`src/rtl/wb_port_arbiter.sv`:
```
// Register-file write-port arbiter: loads win, losing ALU writes wait in an in-order queue.
// Define WB_PERF_EN to add the stall_cycles and kill_count performance counters.
module wb_port_arbiter #(
   parameter int DEPTH = 4,
   parameter int CW    = 3
) (
   input  logic          clk,
   input  logic          rst,
   input  logic          alu_valid,
   input  logic [4:0]    alu_rd,
   input  logic [31:0]   alu_data,
   output logic          alu_ready,
   input  logic          mem_valid,
   input  logic [4:0]    mem_rd,
   input  logic [31:0]   mem_data,
   output logic          wb_en,
   output logic [4:0]    wb_rd,
   output logic [31:0]   wb_data,
   output logic [31:0]   pending_mask,
   output logic [CW-1:0] q_count
`ifdef WB_PERF_EN
   ,
   output logic [31:0]   stall_cycles,
   output logic [31:0]   kill_count
`endif
);
   localparam int PW = (DEPTH > 1) ? $clog2(DEPTH) : 1;
   localparam logic [CW-1:0] DEPTH_C = CW'(DEPTH);

   logic [4:0]       q_rd_reg   [DEPTH];
   logic [31:0]      q_data_reg [DEPTH];
   logic [DEPTH-1:0] q_live_reg, q_live_next;
   logic [DEPTH-1:0] kill_vec;
   logic [PW-1:0]    head_reg, head_next, tail_reg, tail_next;
   logic [CW-1:0]    count_reg, count_next;
   logic             wb_en_reg, wb_en_next;
   logic [4:0]       wb_rd_reg, wb_rd_next;
   logic [31:0]      wb_data_reg, wb_data_next;
   logic             accept, push, pop;

   // Space is judged on registered occupancy only, so a pop never frees a slot for the same cycle.
   assign alu_ready = (count_reg < DEPTH_C);
   assign accept    = alu_valid && alu_ready;

   generate
      for (genvar gi = 0; gi < DEPTH; gi++) begin : g_entry
         assign kill_vec[gi] = mem_valid && q_live_reg[gi] && (q_rd_reg[gi] == mem_rd);
         // A same-cycle push lands in a free slot and is younger than the load, so it beats the kill.
         assign q_live_next[gi] = (push && tail_reg == PW'(gi)) ? (alu_rd != 5'd0) :
                                  (pop && head_reg == PW'(gi))  ? 1'b0 :
                                  (q_live_reg[gi] && !kill_vec[gi]);
      end
   endgenerate

   always_comb begin
      wb_en_next   = 1'b0;
      wb_rd_next   = wb_rd_reg;
      wb_data_next = wb_data_reg;
      push         = 1'b0;
      pop          = 1'b0;
      if (mem_valid) begin
         wb_en_next   = (mem_rd != 5'd0);
         wb_rd_next   = mem_rd;
         wb_data_next = mem_data;
         push         = accept;
      end else if (count_reg != '0) begin
         pop        = 1'b1;
         push       = accept;
         wb_en_next = q_live_reg[head_reg];
         if (q_live_reg[head_reg]) begin
            wb_rd_next   = q_rd_reg[head_reg];
            wb_data_next = q_data_reg[head_reg];
         end
      end else if (alu_valid) begin
         wb_en_next   = (alu_rd != 5'd0);
         wb_rd_next   = alu_rd;
         wb_data_next = alu_data;
      end
   end

   always_comb begin
      head_next  = pop  ? head_reg + PW'(1) : head_reg;
      tail_next  = push ? tail_reg + PW'(1) : tail_reg;
      count_next = count_reg;
      if (push && !pop)
         count_next = count_reg + CW'(1);
      else if (pop && !push)
         count_next = count_reg - CW'(1);
   end

   always_ff @(posedge clk) begin
      if (rst) begin
         q_live_reg  <= '0;
         head_reg    <= '0;
         tail_reg    <= '0;
         count_reg   <= '0;
         wb_en_reg   <= 1'b0;
         wb_rd_reg   <= '0;
         wb_data_reg <= '0;
      end else begin
         q_live_reg  <= q_live_next;
         head_reg    <= head_next;
         tail_reg    <= tail_next;
         count_reg   <= count_next;
         wb_en_reg   <= wb_en_next;
         wb_rd_reg   <= wb_rd_next;
         wb_data_reg <= wb_data_next;
      end
   end

   // Payload storage needs no reset; liveness alone decides whether an entry matters.
   always_ff @(posedge clk) begin
      if (push && !rst) begin
         q_rd_reg[tail_reg]   <= alu_rd;
         q_data_reg[tail_reg] <= alu_data;
      end
   end

   always_comb begin
      pending_mask = '0;
      for (int i = 0; i < DEPTH; i++) begin
         if (q_live_reg[i])
            pending_mask[q_rd_reg[i]] = 1'b1;
      end
      pending_mask[0] = 1'b0;
   end

   assign wb_en   = wb_en_reg;
   assign wb_rd   = wb_rd_reg;
   assign wb_data = wb_data_reg;
   assign q_count = count_reg;

`ifdef WB_PERF_EN
   logic [31:0]   stall_cycles_reg;
   logic [31:0]   kill_count_reg;
   logic [CW-1:0] kill_num;

   always_comb begin
      kill_num = '0;
      for (int i = 0; i < DEPTH; i++)
         kill_num = kill_num + CW'(kill_vec[i]);
   end

   always_ff @(posedge clk) begin
      if (rst) begin
         stall_cycles_reg <= '0;
         kill_count_reg   <= '0;
      end else begin
         if (alu_valid && !alu_ready)
            stall_cycles_reg <= stall_cycles_reg + 32'd1;
         kill_count_reg <= kill_count_reg + 32'(kill_num);
      end
   end

   assign stall_cycles = stall_cycles_reg;
   assign kill_count   = kill_count_reg;
`endif
endmodule
```
`config.mk`:
```
export PLATFORM = sky130hd
export DESIGN_NAME = wb_port_arbiter
export DESIGN_NICKNAME = d
export VERILOG_FILES = /design/src/rtl/wb_port_arbiter.sv
export SDC_FILE = /design/constraint.sdc
export NUM_CORES = 1
export LEC_CHECK = 0
export CAP_MARGIN = 20
export CORE_ASPECT_RATIO = 2
export CORE_MARGIN = 3
export CORE_UTILIZATION = 50
export CTS_CLUSTER_SIZE = 25
export DETAILED_ROUTE_END_ITERATION = 6
export DONT_BUFFER_PORTS = 1
export SYNTH_ARGS = -nofsm -noshare
export SYNTH_HDL_FRONTEND = slang
export SYNTH_SLANG_ARGS = --single-unit
```
`constraint.sdc`:
```
create_clock -name clk -period 3.05 [get_ports clk]
set_input_delay 0.61 -clock clk [delete_from_list [all_inputs] [get_ports clk]]
set_output_delay 0.61 -clock clk [all_outputs]
set_load 0.05 [all_outputs]
```
# ---- After elaboration in Yosys (flattened, before gate mapping)
# Memory sizes are Yosys's and may differ from the RTL's. A register that Yosys moved wholly into a read port is not among the register bits.
# Index checks and enable logic that the tools add are counted.
dict set report totals {
  ff_bits 49
  latchBits 0
  ram_bits 148
  romBits 0
  input_bits 78
  wordCells 125
  n_memories 2
}
dict set report op_classes {
  addsub 4
  multipliers 0
  div_mod_pow 0
  order_cmp 10
  eq_ne 11
  n_shift 0
  mux 45
  bitwise_logic 3
  n_reduce_logical 43
}
# name words word_bits read_ports rd_clocked_by_memory_dff wr line
set mem_list {}
lappend mem_list {q_data_reg 4 32 1 1 1 31} ;# logic [31:0] q_data_reg [DEPTH];
lappend mem_list {q_rd_reg 4 5 5 1 1 30} ;# logic [4:0] q_rd_reg [DEPTH];
# op n
set ops {}
lappend ops {{$mux W32} 8}
lappend ops {{$or A32 B32 Y32} 3}
lappend ops {{$logic_and A1 B1 Y1} 28}
lappend ops {{$lt A5 B6 Y1 const B} 4}
lappend ops {{$mux W1} 22}
lappend ops {{$demux W1 S5} 4}
lappend ops {{$eq A5 B5 Y1} 4}
lappend ops {{$ge A5 B1 Y1 const B} 4}
lappend ops {{$mux W5} 4}
lappend ops {{$reduce_bool A5 Y1} 2}
lappend ops {{$eq A2 B2 Y1 const B} 4}
lappend ops {{$mux W2} 4}
lappend ops {{$logic_not A1 Y1} 7}
lappend ops {{$mux W3} 2}
lappend ops {{$reduce_bool A3 Y1} 2}
lappend ops {{$add A2 B1 Y2 const B} 2}
lappend ops {{$eq A2 B1 Y1 const B} 2}
lappend ops {{$logic_not A2 Y1} 2}
lappend ops {{$add A3 B1 Y3 const B} 1}
lappend ops {{$lt A2 B3 Y1 const B} 1}
lappend ops {{$lt A3 B3 Y1 const B} 1}
lappend ops {{$ne A3 B2 Y1 const B} 1}
lappend ops {{$sub A3 B1 Y3 const B} 1}
lappend ops {{$bmux W1 S2} 1}
lappend ops {{other kinds (2)} 2}

# ---- Depth between registers and ports, before layout
# Gate-level depths: netlist (run 1).
# An unclocked memory read counts as a cell.
dict set report depth {
  word_depth 12
  mapped_depth 11
  mapped_depth_nobuf 9
}

# ---- Worst setup path after synthesis (run 1)
# Ideal clock, no wire load.
dict set report synth_path {
  path_kind {register to register}
  start {register count_reg[0], in the netlist q_count[0]}
  end {memory q_data_reg[0][0] (enable)}
  setup_time_ns 0.398
  t_arrival_ns 2.427
  setup_slack_ns 0.225
  path_stages_with_launch 5
  n_path_buf 1
  cell_sequence {dfxtp_1 > buf_2 > nor3_1 > nor4b_1 > and2_1}
}
dict set report synth_between {
  elab_chain_len 7
  word_cells_on_any_way 8
  classes_between {order compare: 1; mux: 4; reduce/logical: 3}
}
# element line
set synth_lines {}
lappend synth_lines {{start, declared} 35} ;# logic [CW-1:0] count_reg, count_next;
lappend synth_lines {{start signal, assigned} 104} ;# count_reg <= count_next;
lappend synth_lines {{$lt A3 B3 Y1} 42} ;# assign alu_ready = (count_reg < DEPTH_C);
lappend synth_lines {{$logic_and A1 B1 Y1} 43} ;# assign accept = alu_valid && alu_ready;
lappend synth_lines {{$mux W1} 66} ;# end else if (count_reg != '0) begin
lappend synth_lines {{$mux W1 *} 61} ;# if (mem_valid) begin
lappend synth_lines {{$logic_and A1 B1 Y1 *} 113} ;# if (push && !rst) begin
lappend synth_lines {{$mux W1 *} 113}
lappend synth_lines {{$mux W1 (implied by the code) *} 115} ;# q_data_reg[tail_reg] <= alu_data;
lappend synth_lines {{end, declared} 31}
# Every way passes the cells marked *; elsewhere a longest branch is shown, timed or not.

==> summary.md, run 1 <==
| Metric | Value |
|---|---|
| RSZ-0062 raised after global routing | `no` |
| Wire length on met1 | `roughly 8.5 mm` |
| Initial antenna violation count | `0` |
| Async S/R FF share, synth | `0%` |
| CP peak stage delay | `0.63 ns` |
| Post-synth EDFFs | `around 150` |
| Critical-path cell list | `nor3_1 > a221o_1` |
| YS warnings | `0` |
| Pwr/cell area | `~840 nW/um^2` |
| Number of H-tree levels | `4` |
| Die span in y | `between 150 and 200 um` |
| GP Congestion | `0.972` |
| Switching power | `~3.2 mW` |
| Ratio of cells with drive above 1 in the final layout | `19.6%` |
| Crit Path Class | `flop to primary output` |
| Slew margin rel. | `a little under 50%` |
| Num rows | `slightly below 70` |
| Max reg flops | `128` |
| Cts hold-fix bufs | `0` |
| Worst Hold Class | `primary input to flop` |
| Arrival @ worst endpoint | `around 2.2 ns` |
| Port bufs | `0` |
| Initial Utilization | `between 50% and 60%` |
| CTS root buf | `clkbuf_16` |
| Met2 Wirelength | `around 15 mm` |
| Wirelength per Cell | `29.5 um` |
| Post-Layout Cell Count | `907` |
| Final WS setup | `between 0.2 and 0.25 ns` |
| Setup TNS | `0 ns` |
| VDD IR max | `around 620 uV` |
| Max Cap Viol | `0` |
| Critical R2R Launch | `q_count[0]$_SDFFE_PP0P_` |
| Minimum clock period | `2.84 ns` |
| Total wire length | `26.8 mm` |
| Area growth, synth to finish | `10.2%` |
| Post-detail-place hpwl | `19.3 mm` |
| Clock buffer depth | `2` |
| Comb power frac | `a little over a quarter` |
| Multi-input logic area | `3490 sq um` |
| Slowest stage cell on the critical path | `nor3_1` |
| R2R Setup Slk | `approximately 0.68 ns` |
| R2r worst-path depth | `9` |
| Flop pwr share | `around half` |
| Synth cell types | `52` |
| Min-delay src | `rst` |
| CP endpoint | `pending_mask[2]` |
| Top_reg_cell synth | `edfxtp_1` |
| Sw Share | `~38%` |
| DR iter-0 viols | `between 300 and 400` |
| Skew-Pair Late Insertion Delay | `0.42 ns` |
| Required time of the critical path | `2.44 ns` |
| Syn nets | `762` |
| TritonCTS clock tree | `yes` |
| Core Area | `~18000 sq um` |
| TritonRoute pass-1 iters | `4` |
| Final slew viol count | `0` |
| Syn avg cell area | `13.7 sq um` |
| Setup Fix Bufs, Post-CTS | `0` |
| Routed Antenna Nets | `0` |
| Met3 wire length | `approximately 1.9 mm` |
| Crit start category | `flop` |
| Clk pwr share | `between 20 and 25%` |
| CP endpoint kind | `primary output` |
| Final setup viols | `0` |
| Pre-CTS WS | `0.672 ns` |
| DIE AREA | `20300 sq um` |
| Num CTS Buffers | `17` |
| Post-synthesis sequential area ratio | `about three fifths` |
| RR Endpoint | `q_count[2]$_SDFFE_PP0P_` |
| Final count of hold timing violations | `0` |
| Int Pwr | `5.34 mW` |
| Cell area after synthesis | `9260 sq um` |
| Leakage power | `between 3 and 4 nW` |
| Fmax | `352 MHz` |
| Worst Max-Slew Pin Slew | `between 0.7 and 0.8 ns` |
| Vias in the first global route | `~6500` |
| Top Metal Used | `met4` |
| Status | `complete, no violations` |
| Beginning of the critical path | `q_rd_reg[0][4]$_DFFE_PP_` |
| First-pass GRT wire length | `just over 40 mm` |
| # fillers | `~1500` |
| Worst Clk Skew | `0.00753 ns` |
| Crit path max fanout | `10` |
| Congestion Overflow GR | `0` |
| Routed vias | `between 6000 and 7000` |
| Clock sinks | `199` |
| GRT Util Overall | `27.4%` |
| Top-Level Pins | `approximately 150` |
| Post-synthesis cell count | `around 670` |
| ANT cells | `0` |
| DRC Markers | `0` |
| Reg area | `5470 sq um` |
| Largest net degree at the start of global routing | `~50` |
| Routed vias/inst | `6.74` |
| Fin nets | `between 700 and 800` |
| Final Cycle Share | `93.1%` |
| Clock-pin slew on the worst setup and hold paths | `roughly 0.070 ns` |
| Yosys reg bits | `199` |
| Final Total Pwr | `roughly 8.6 mW` |
| Cells after DPL | `slightly below 900` |
| Number of gates resized after cts | `0` |
| Die width | `102 um` |
-- area by class of cell --
class,count,share of cell area (%)
Sequential cell,199,53.6
Multi-Input combinational cell,406,34.2
Clock buffer,22,4.86
Timing Repair Buffer,47,3.71
Tap cell,213,2.61
Clock inverter,10,0.650
Inverter,10,0.368
-- routing by layer --
| layer | global-route usage [%] | vias to the layer above |
|---|---|---|
| met1 | 27.2 | 3079 |
| met5 | 0 | - |
| met4 | 16.3 | 0 |
| met3 | 7.62 | 75 |
| met2 | 49.2 | 254 |
| li1 | - | 2702 |
-- cells in the mapped netlist, types with 5 or more instances --
cell type	number	area [sq um]
edfxtp_1	148	4440
dfxtp_1	51	1020
nand2_1	46	173
a21oi_1	45	225
a22o_1	38	333
mux4_2	37	833
a2bb2oi_1	35	307
clkbuf_1	35	131
nor2_1	19	71.3
xor2_1	19	166
o221ai_1	18	158
a22oi_1	17	128
a221o_1	12	120
buf_2	11	55.1
o22ai_1	11	68.8
nand3b_1	10	75.1
ha_1	9	113
inv_1	9	33.8
nand3_1	9	45.0
nor3b_1	8	60.1
and3b_1	7	61.3
or3b_2	7	61.3
buf_1	6	22.5
and2_1	5	31.3
nor3_1	5	25.0
xnor2_1	5	43.8
-- how the worst min path moves through the flow --
| stage | endpoint | cells past startpoint | slack (ns) |
|---|---|---|---|
| CTS | flop | 1 | 0.23 |
| floorplan | tail_reg[1]$_SDFFE_PP0P_ | 2 | 0.51 |
| detailed placement | tail_reg[0]$_SDFFE_PP0P_ | 2 | 0.58 |
| global route | flop | 1 | 0.23 |
| global placement | tail_reg[1]$_SDFFE_PP0P_ | 2 | 0.53 |
| finish | q_count[1]$_SDFFE_PP0P_ | 1 | 0.25 |
-- worst max-delay path, delay by kind of cell, from the launching register on --
kind / cells / cell delay, ns
DFF: 1 / 0.60
and+or+nand+nor: 1 / 0.63
AOI/OAI and AO/OA: 1 / 0.57
-- power groups by stage --
stage	Combinational [mW]	Clock [mW]	Sequential, mW
2_1_floorplan	1.68	0	4.19
3_3_place_gp	2.20	0	4.27
3_5_place_dp	2.23	0	4.28
4_1_cts	2.26	2.14	4.22
5_1_grt	2.42	2.25	4.25
6_report	2.23	2.11	4.22
-- through the flow --
stage | utilization [%] | cell area [sq um] | hold slack, ns
floorplan | - | 9260 | 0.514
global placement | 53.7 | 9640 | 0.534
detailed placement | 53.7 | 9640 | 0.580
CTS | 56.8 | 10200 | 0.227
global route | 56.8 | 10200 | 0.228
finish | 56.8 | 10200 | 0.248
-- cells in the final DEF, fill, tap and decap left out, drive strengths merged, types with 9 or more instances in the layout --
cell type and n:
nor2 19, buf 47, a22oi 17, o22ai 11, xor2 19, nand3 9
edfxtp 148, a22o 38, inv 14, mux4 37, nor3b 9, o221ai 18
nand3b 10, clkbuf 22, dfxtp 51, a21oi 46, a221o 12, nand2 46
a2bb2oi 35, ha 9
-- cells by family (layout without fill, tap and decap cells) --
| logic type | after synthesis | count (layout) | synth area share (%) |
|---|---|---|---|
| flops | 199 | 199 | 59.1 |
| xor+xnor | 24 | 24 | 2.27 |
| other cells | 1 | 1 | 0.0405 |
| fa+ha+maj | 10 | 10 | 1.43 |
| simple gates | 140 | 140 | 8.54 |
| buf+inv | 69 | 89 | 3.39 |
| compound gates | 190 | 190 | 15.8 |
| mux | 41 | 41 | 9.44 |
Note: power is estimated with default switching activity, not from simulation.
==> inputs of run 2 (changes only) <==
==> constraint.sdc (replaced) <==
create_clock -name clk -period 2.9 [get_ports clk]
set_input_delay 0.58 -clock clk [delete_from_list [all_inputs] [get_ports clk]]
set_output_delay 0.58 -clock clk [all_outputs]
set_load 0.05 [all_outputs]
==> summary.md, run 2 (synthesis results as in run 1) <==
| Metric | Value |
|---|---|
| Crit path max fanout | `8 (-2)` |
| Max Cap Viol | `0 (unchanged)` |
| DRC Markers | `0 (unchanged)` |
| Flop pwr share | `48.5% (-0.8 points)` |
| CP endpoint kind | `primary output` |
| Initial Utilization | `51.5% (unchanged)` |
| Num rows | `69 (unchanged)` |
| DR iter-0 viols | `355 (+2.0%)` |
| Met3 wire length | `1.65 mm (-13%)` |
| Worst Hold Class | `primary input to flop` |
| Minimum clock period | `between 2 and 3 ns` |
| GP Congestion | `0.967 (-0.53%)` |
| Int Pwr | `5.72 mW (+7.1%)` |
| CP endpoint | `pending_mask[14]` |
| CTS root buf | `clkbuf_16` |
| Skew-Pair Late Insertion Delay | `0.43 ns (about the same)` |
| Port bufs | `0 (unchanged)` |
| Post-Layout Cell Count | `913 (+0.66%)` |
| Critical R2R Launch | `q_count[0]$_SDFFE_PP0P_` |
| Leakage power | `3.50 nW (+1.2%)` |
| Clock buffer depth | `2 (unchanged)` |
| Core Area | `18000 sq um (unchanged)` |
| TritonRoute pass-1 iters | `5 (+1)` |
| Switching power | `3.43 mW (+6.7%)` |
| Largest net degree at the start of global routing | `49 (unchanged)` |
| Area growth, synth to finish | `11.4%` |
| Top Metal Used | `met4` |
| Beginning of the critical path | `q_live_reg[0]$_SDFF_PP0_` |
| Clock-pin slew on the worst setup and hold paths | `0.07 ns (about the same)` |
| Number of H-tree levels | `4 (unchanged)` |
| Setup Fix Bufs, Post-CTS | `0 (unchanged)` |
| Routed Antenna Nets | `0 (unchanged)` |
| Status | `complete, no violations` |
| Cells after DPL | `879 (+0.46%)` |
| Fmax | `352 MHz` |
| TritonCTS clock tree | `yes` |
| Cell Area, Placed | `9690 sq um (+0.57%)` |
| Most frequent cells in the layout | `148 x edfxtp_1, 49 x dfxtp_1, 49 x buf_4, 46 x nand2_1, 45 x a21oi_1` |
| Most common cell after layout, fill and taps aside | `edfxtp_1` |
| Slew margin rel. | `47.3% (-2.2 points)` |
| Num CTS Buffers | `17 (unchanged)` |
| Wirelength per Cell | `29.0 um (-1.8%)` |
| Number of gates resized after cts | `0 (unchanged)` |
| Finished Cell Area | `10300 sq um (+1.1%)` |
| First-pass GRT wire length | `40.7 mm (+1.0%)` |
| Die width | `102 um (unchanged)` |
| Die span in y | `198 um (unchanged)` |
| ANT cells | `0 (unchanged)` |
| Final Cycle Share | `between 90 and 100%` |
| Comb power frac | `25.4% (-0.7 points)` |
| DIE AREA | `20300 sq um (unchanged)` |
| Max reg flops | `128 (unchanged)` |
| RR Endpoint | `q_count[2]$_SDFFE_PP0P_` |
| Fin nets | `775 (+0.78%)` |
| Final count of hold timing violations | `0 (unchanged)` |
| Initial antenna violation count | `0 (unchanged)` |
| Congestion Overflow GR | `0 (unchanged)` |
| Sw Share | `37.5% (-0.10 points)` |
| Total wire length | `26.5 mm (-1.1%)` |
| Arrival @ worst endpoint | `2.26 ns (+0.03 ns)` |
| Met2 Wirelength | `15.1 mm (+1.4%)` |
| Vias in the first global route | `6539 (+0.015%)` |
| Worst Clk Skew | `0.0133 ns (+0.00573 ns)` |
| Setup TNS | `0 ns (unchanged)` |
| Clock sinks | `199 (unchanged)` |
| Pwr/cell area | `887 nW/um^2 (+5.8%)` |
| Worst Max-Slew Pin Slew | `0.788 ns (+0.0323 ns)` |
| Final setup viols | `0 (unchanged)` |
| Post-detail-place hpwl | `18.6 mm (-3.7%)` |
| Required time of the critical path | `2.32 ns (-0.12 ns)` |
| Routed vias/inst | `6.75 (+0.19%)` |
| Crit start category | `flop` |
| VDD IR max | `916 uV (+48%)` |
| GRT Util Overall | `27.4% (+0.070 points)` |
| Cts hold-fix bufs | `0 (unchanged)` |
| Wire length on met1 | `8.92 mm (+4.5%)` |
| R2R Setup Slk | `0.75 ns (+0.07 ns)` |
| R2r worst-path depth | `8 (-1)` |
| Ratio of cells with drive above 1 in the final layout | `20.4% (+0.83 points)` |
| Final slew viol count | `0 (unchanged)` |
| Top-Level Pins | `152 (unchanged)` |
| Clk pwr share | `26.2% (+1.6 points)` |
| RSZ-0062 raised after global routing | `no` |
| Crit Path Class | `flop to primary output` |
| Routed vias | `6162 (+0.85%)` |
==> run 2: cell types whose count changed in the layout (fill, tap and decap cells not counted), moves of 3 or more <==
| cell | before | now |
|---|---|---|
| inv_4 | 3 | 0 |
| clkinv_2 | 4 | 1 |
| buf_4 | 45 | 49 |
| inv_6 | 0 | 7 |
==> run 2: metal layers <==
metal / up-vias / global-route usage, %
li1: 2718 / -
met1: 3113 / 29.1
met2: 275 / 49.9
met3: 56 / 7.20
met4: 0 / 11.8
met5: - / 0.256
==> run 2: layout make-up <==
class	instances	area, sq um
Timing Repair Buffer	53	448
Fill cell	1459	7650
Sequential cell	199	5470
Tap cell	213	267
Inverter	10	37.5
Clock inverter	14	161
Clock buffer	18	439
Multi-Input combinational cell	406	3490
==> run 2: worst max-delay path: stages (launching register included) <==
cell,delay (ns)
dfxtp_1,0.50
nand2_1,0.08
nor2_1,0.61
a221o_1,0.63
==> run 2: power by group through the flow <==
stage,clock network [mW],logic [mW],registers (mW)
2_1_floorplan,0,1.77,4.40
5_1_grt,2.54,2.55,4.48
3_3_place_gp,0,2.31,4.48
3_5_place_dp,0,2.35,4.50
6_report,2.39,2.32,4.43
4_1_cts,2.43,2.36,4.44
==> run 2: worst min-delay path by stage <==
stage                                   startpoint                  endpoint  depth (start not counted)
after floorplan           tail_reg[1]$_SDFFE_PP0P_  tail_reg[1]$_SDFFE_PP0P_                          2
after global placement    tail_reg[1]$_SDFFE_PP0P_  tail_reg[1]$_SDFFE_PP0P_                          2
after detailed placement  tail_reg[1]$_SDFFE_PP0P_  tail_reg[1]$_SDFFE_PP0P_                          2
after CTS                                      rst  q_live_reg[0]$_SDFF_PP0_                          1
after global routing                           rst   q_count[0]$_SDFFE_PP0P_                          1
final                                          rst   q_count[0]$_SDFFE_PP0P_                          1
==> run 2: stage by stage <==
stage	util (%)	setup WS, ns	hold slack (ns)	power [mW]
final	57.4	0.0631	0.218	9.15
after detailed placement	54.0	0.554	0.580	6.85
after global placement	54.0	0.566	0.532	6.80
after CTS	57.3	0.0787	0.200	9.22
after global routing	57.4	0.0276	0.202	9.57
after floorplan	-	0.0753	0.514	6.18
==> inputs of run 3 (changes only) <==
--- a/config.mk
+++ b/config.mk
@@ -6,7 +6,6 @@
 export NUM_CORES = 1
 export LEC_CHECK = 0
 export CAP_MARGIN = 20
-export CORE_ASPECT_RATIO = 2
 export CORE_MARGIN = 3
 export CORE_UTILIZATION = 50
 export CTS_CLUSTER_SIZE = 25
==> summary.md, run 3 (synthesis results as in run 1) <==
| Metric | Value |
|---|---|
| Status | `complete, no violations` |
| Reg area | `5470 sq um (unchanged)` |
| Clock-pin slew on the worst setup and hold paths | `0.09 ns (+0.02 ns)` |
| CP endpoint kind | `primary output` |
| Endpoint, Worst Hold | `wb_rd[0]$_SDFFE_PP0P_` |
| Worst Max-Slew Pin Slew | `0.780 ns (-0.00797 ns)` |
| Num CTS Buffers | `17 (unchanged)` |
| DR iter-0 viols | `454 (+28%)` |
| Slew margin rel. | `47.8% (+0.53 points)` |
| Max Cap Viol | `0 (unchanged)` |
| Total wire length | `24.4 mm (-7.8%)` |
| Pwr/cell area | `892 nW/um^2 (+0.47%)` |
| Slowest stage cell on the critical path | `a221o_1` |
| Number of gates resized after cts | `0 (unchanged)` |
| Final setup viols | `0 (unchanged)` |
| Crit path max fanout | `8 (unchanged)` |
| Final slew viol count | `0 (unchanged)` |
| Post-detail-place hpwl | `15.6 mm (-16%)` |
| TritonRoute pass-1 iters | `5 (unchanged)` |
| Port bufs | `0 (unchanged)` |
| RSZ-0062 raised after global routing | `no` |
| Routed vias/inst | `6.75 (about the same)` |
| Required time of the critical path | `2.32 ns (about the same)` |
| Fin nets | `760 (-1.9%)` |
| Crit Path Class | `flop to primary output` |
| Clock sinks | `199 (unchanged)` |
| R2R Setup Slk | `0.68 ns (-0.07 ns)` |
| Routed Antenna Nets | `0 (unchanged)` |
| ANT cells | `0 (unchanged)` |
| Final hold slack | `0.197 ns (-0.0208 ns)` |
| Critical R2R Launch | `q_count[2]$_SDFFE_PP0P_` |
| VDD IR max | `643 uV (-30%)` |
| GRT Util Overall | `24.4% (-3.1 points)` |
| Arrival @ worst endpoint | `2.24 ns (-0.02 ns)` |
| Die width | `142 um (+39%)` |
| Routed vias | `6168 (+0.097%)` |
| Num rows | `49 (-29%)` |
| Minimum clock period | `2.82 ns (-0.0213 ns)` |
| Core Area | `18100 sq um (+0.72%)` |
| Critical-path cell list | `nand2_1 > nor2_1 > a221o_1` |
| Area growth, synth to finish | `11.1%` |
| Initial Utilization | `51.2% (-0.37 points)` |
| Setup Fix Bufs, Post-CTS | `0 (unchanged)` |
| First-pass GRT wire length | `37.2 mm (-8.6%)` |
| # fillers | `1461 (+0.14%)` |
| Leakage power | `3.44 nW (-1.7%)` |
| TritonCTS clock tree | `yes` |
| Largest net degree at the start of global routing | `49 (unchanged)` |
| Congestion Overflow GR | `0 (unchanged)` |
| CTS root buf | `clkbuf_16` |
| CP peak stage delay | `0.63 ns (about the same)` |
| Final count of hold timing violations | `0 (unchanged)` |
| Most frequent cells in the layout | `148 x edfxtp_1, 49 x dfxtp_1, 46 x nand2_1, 45 x a21oi_1, 38 x a22o_1` |
| Clock buffer depth | `2 (unchanged)` |
| Die span in y | `142 um (-28%)` |
| Multi-input logic area | `3490 sq um (about the same)` |
| Wirelength per Cell | `26.7 um (-7.9%)` |
| Skew-Pair Late Insertion Delay | `0.44 ns (about the same)` |
| Number of H-tree levels | `4 (unchanged)` |
| GP Congestion | `0.892 (-7.8%)` |
| Initial antenna violation count | `0 (unchanged)` |
| Ratio of cells with drive above 1 in the final layout | `18.8% (-1.6 points)` |
| Final design utilization | `56.8% (-0.55 points)` |
| Most common cell after layout, fill and taps aside | `edfxtp_1` |
| RR Endpoint | `q_count[2]$_SDFFE_PP0P_` |
| Fmax | `355 MHz (+0.75%)` |
| DIE AREA | `20200 sq um (-0.49%)` |
| Setup TNS | `0 ns (unchanged)` |
| Cts hold-fix bufs | `0 (unchanged)` |
| DRC Markers | `0 (unchanged)` |
| R2r worst-path depth | `9 (+1)` |
| Top-Level Pins | `152 (unchanged)` |
| Final WS setup | `0.0843 ns (+0.0213 ns)` |
| Pre-CTS WS | `0.590 ns (+0.0362 ns)` |
| WHS Path Cells | `1 (unchanged)` |
| Crit start category | `flop` |
| Max reg flops | `128 (unchanged)` |
| Vias in the first global route | `6167 (-5.7%)` |
| Final Total Pwr | `9.17 mW (+0.21%)` |
| Worst Hold Class | `primary input to flop` |
| Worst Clk Skew | `0.0162 ns (+0.00293 ns)` |
| Min-delay src | `rst` |
| Final Cycle Share | `97.1% (-0.73 points)` |
[run 3: worst max path at each step]
stage,start,end,cells after the start
6_report,q_rd_reg[0][1]$_DFFE_PP_,pending_mask[18],3
3_3_place_gp,q_rd_reg[1][4]$_DFFE_PP_,pending_mask[18],2
2_1_floorplan,q_count[0]$_SDFFE_PP0P_,q_data_reg[0][0]$_DFFE_PP_,4
4_1_cts,q_rd_reg[1][1]$_DFFE_PP_,pending_mask[2],3
5_1_grt,q_rd_reg[0][1]$_DFFE_PP_,pending_mask[18],3
3_5_place_dp,q_rd_reg[1][1]$_DFFE_PP_,pending_mask[2],3
[run 3: cell type report]
class,count,share of cell area [%]
sequential,199,53.2
multi-input combinational,406,33.9
clock buffer,17,4.14
timing repair buffer,38,3.63
tap,229,2.79
clock inverter,15,1.96
inverter,10,0.365
[run 3: report_power, final]
| part | internal [mW] | switching, mW |
|---|---|---|
| combinational | 0.958 | 1.31 |
| sequential | 3.43 | 1.02 |
| clock | 1.26 | 1.19 |
[run 3: critical path: cells and delay by family, from the launching register on]
| kind | cells | cell delay [ns] |
|---|---|---|
| compound gates | 1 | 0.63 |
| flops | 1 | 0.49 |
| simple gates | 2 | 0.68 |
[run 3: stage by stage]
step,instance area [sq um],cells
floorplan,9260,674
global placement,9650,882
detailed placement,9650,882
CTS,10300,914
global route,10300,914
finish,10300,914
[run 3: routing by layer]
layer	vias up	track usage, %	part of all wire (%)
met4	0	6.67	1.5
met1	3143	33.5	42
met2	308	38.5	49
met5	-	0	0
met3	35	6.79	7.9
li1	2682	-	-
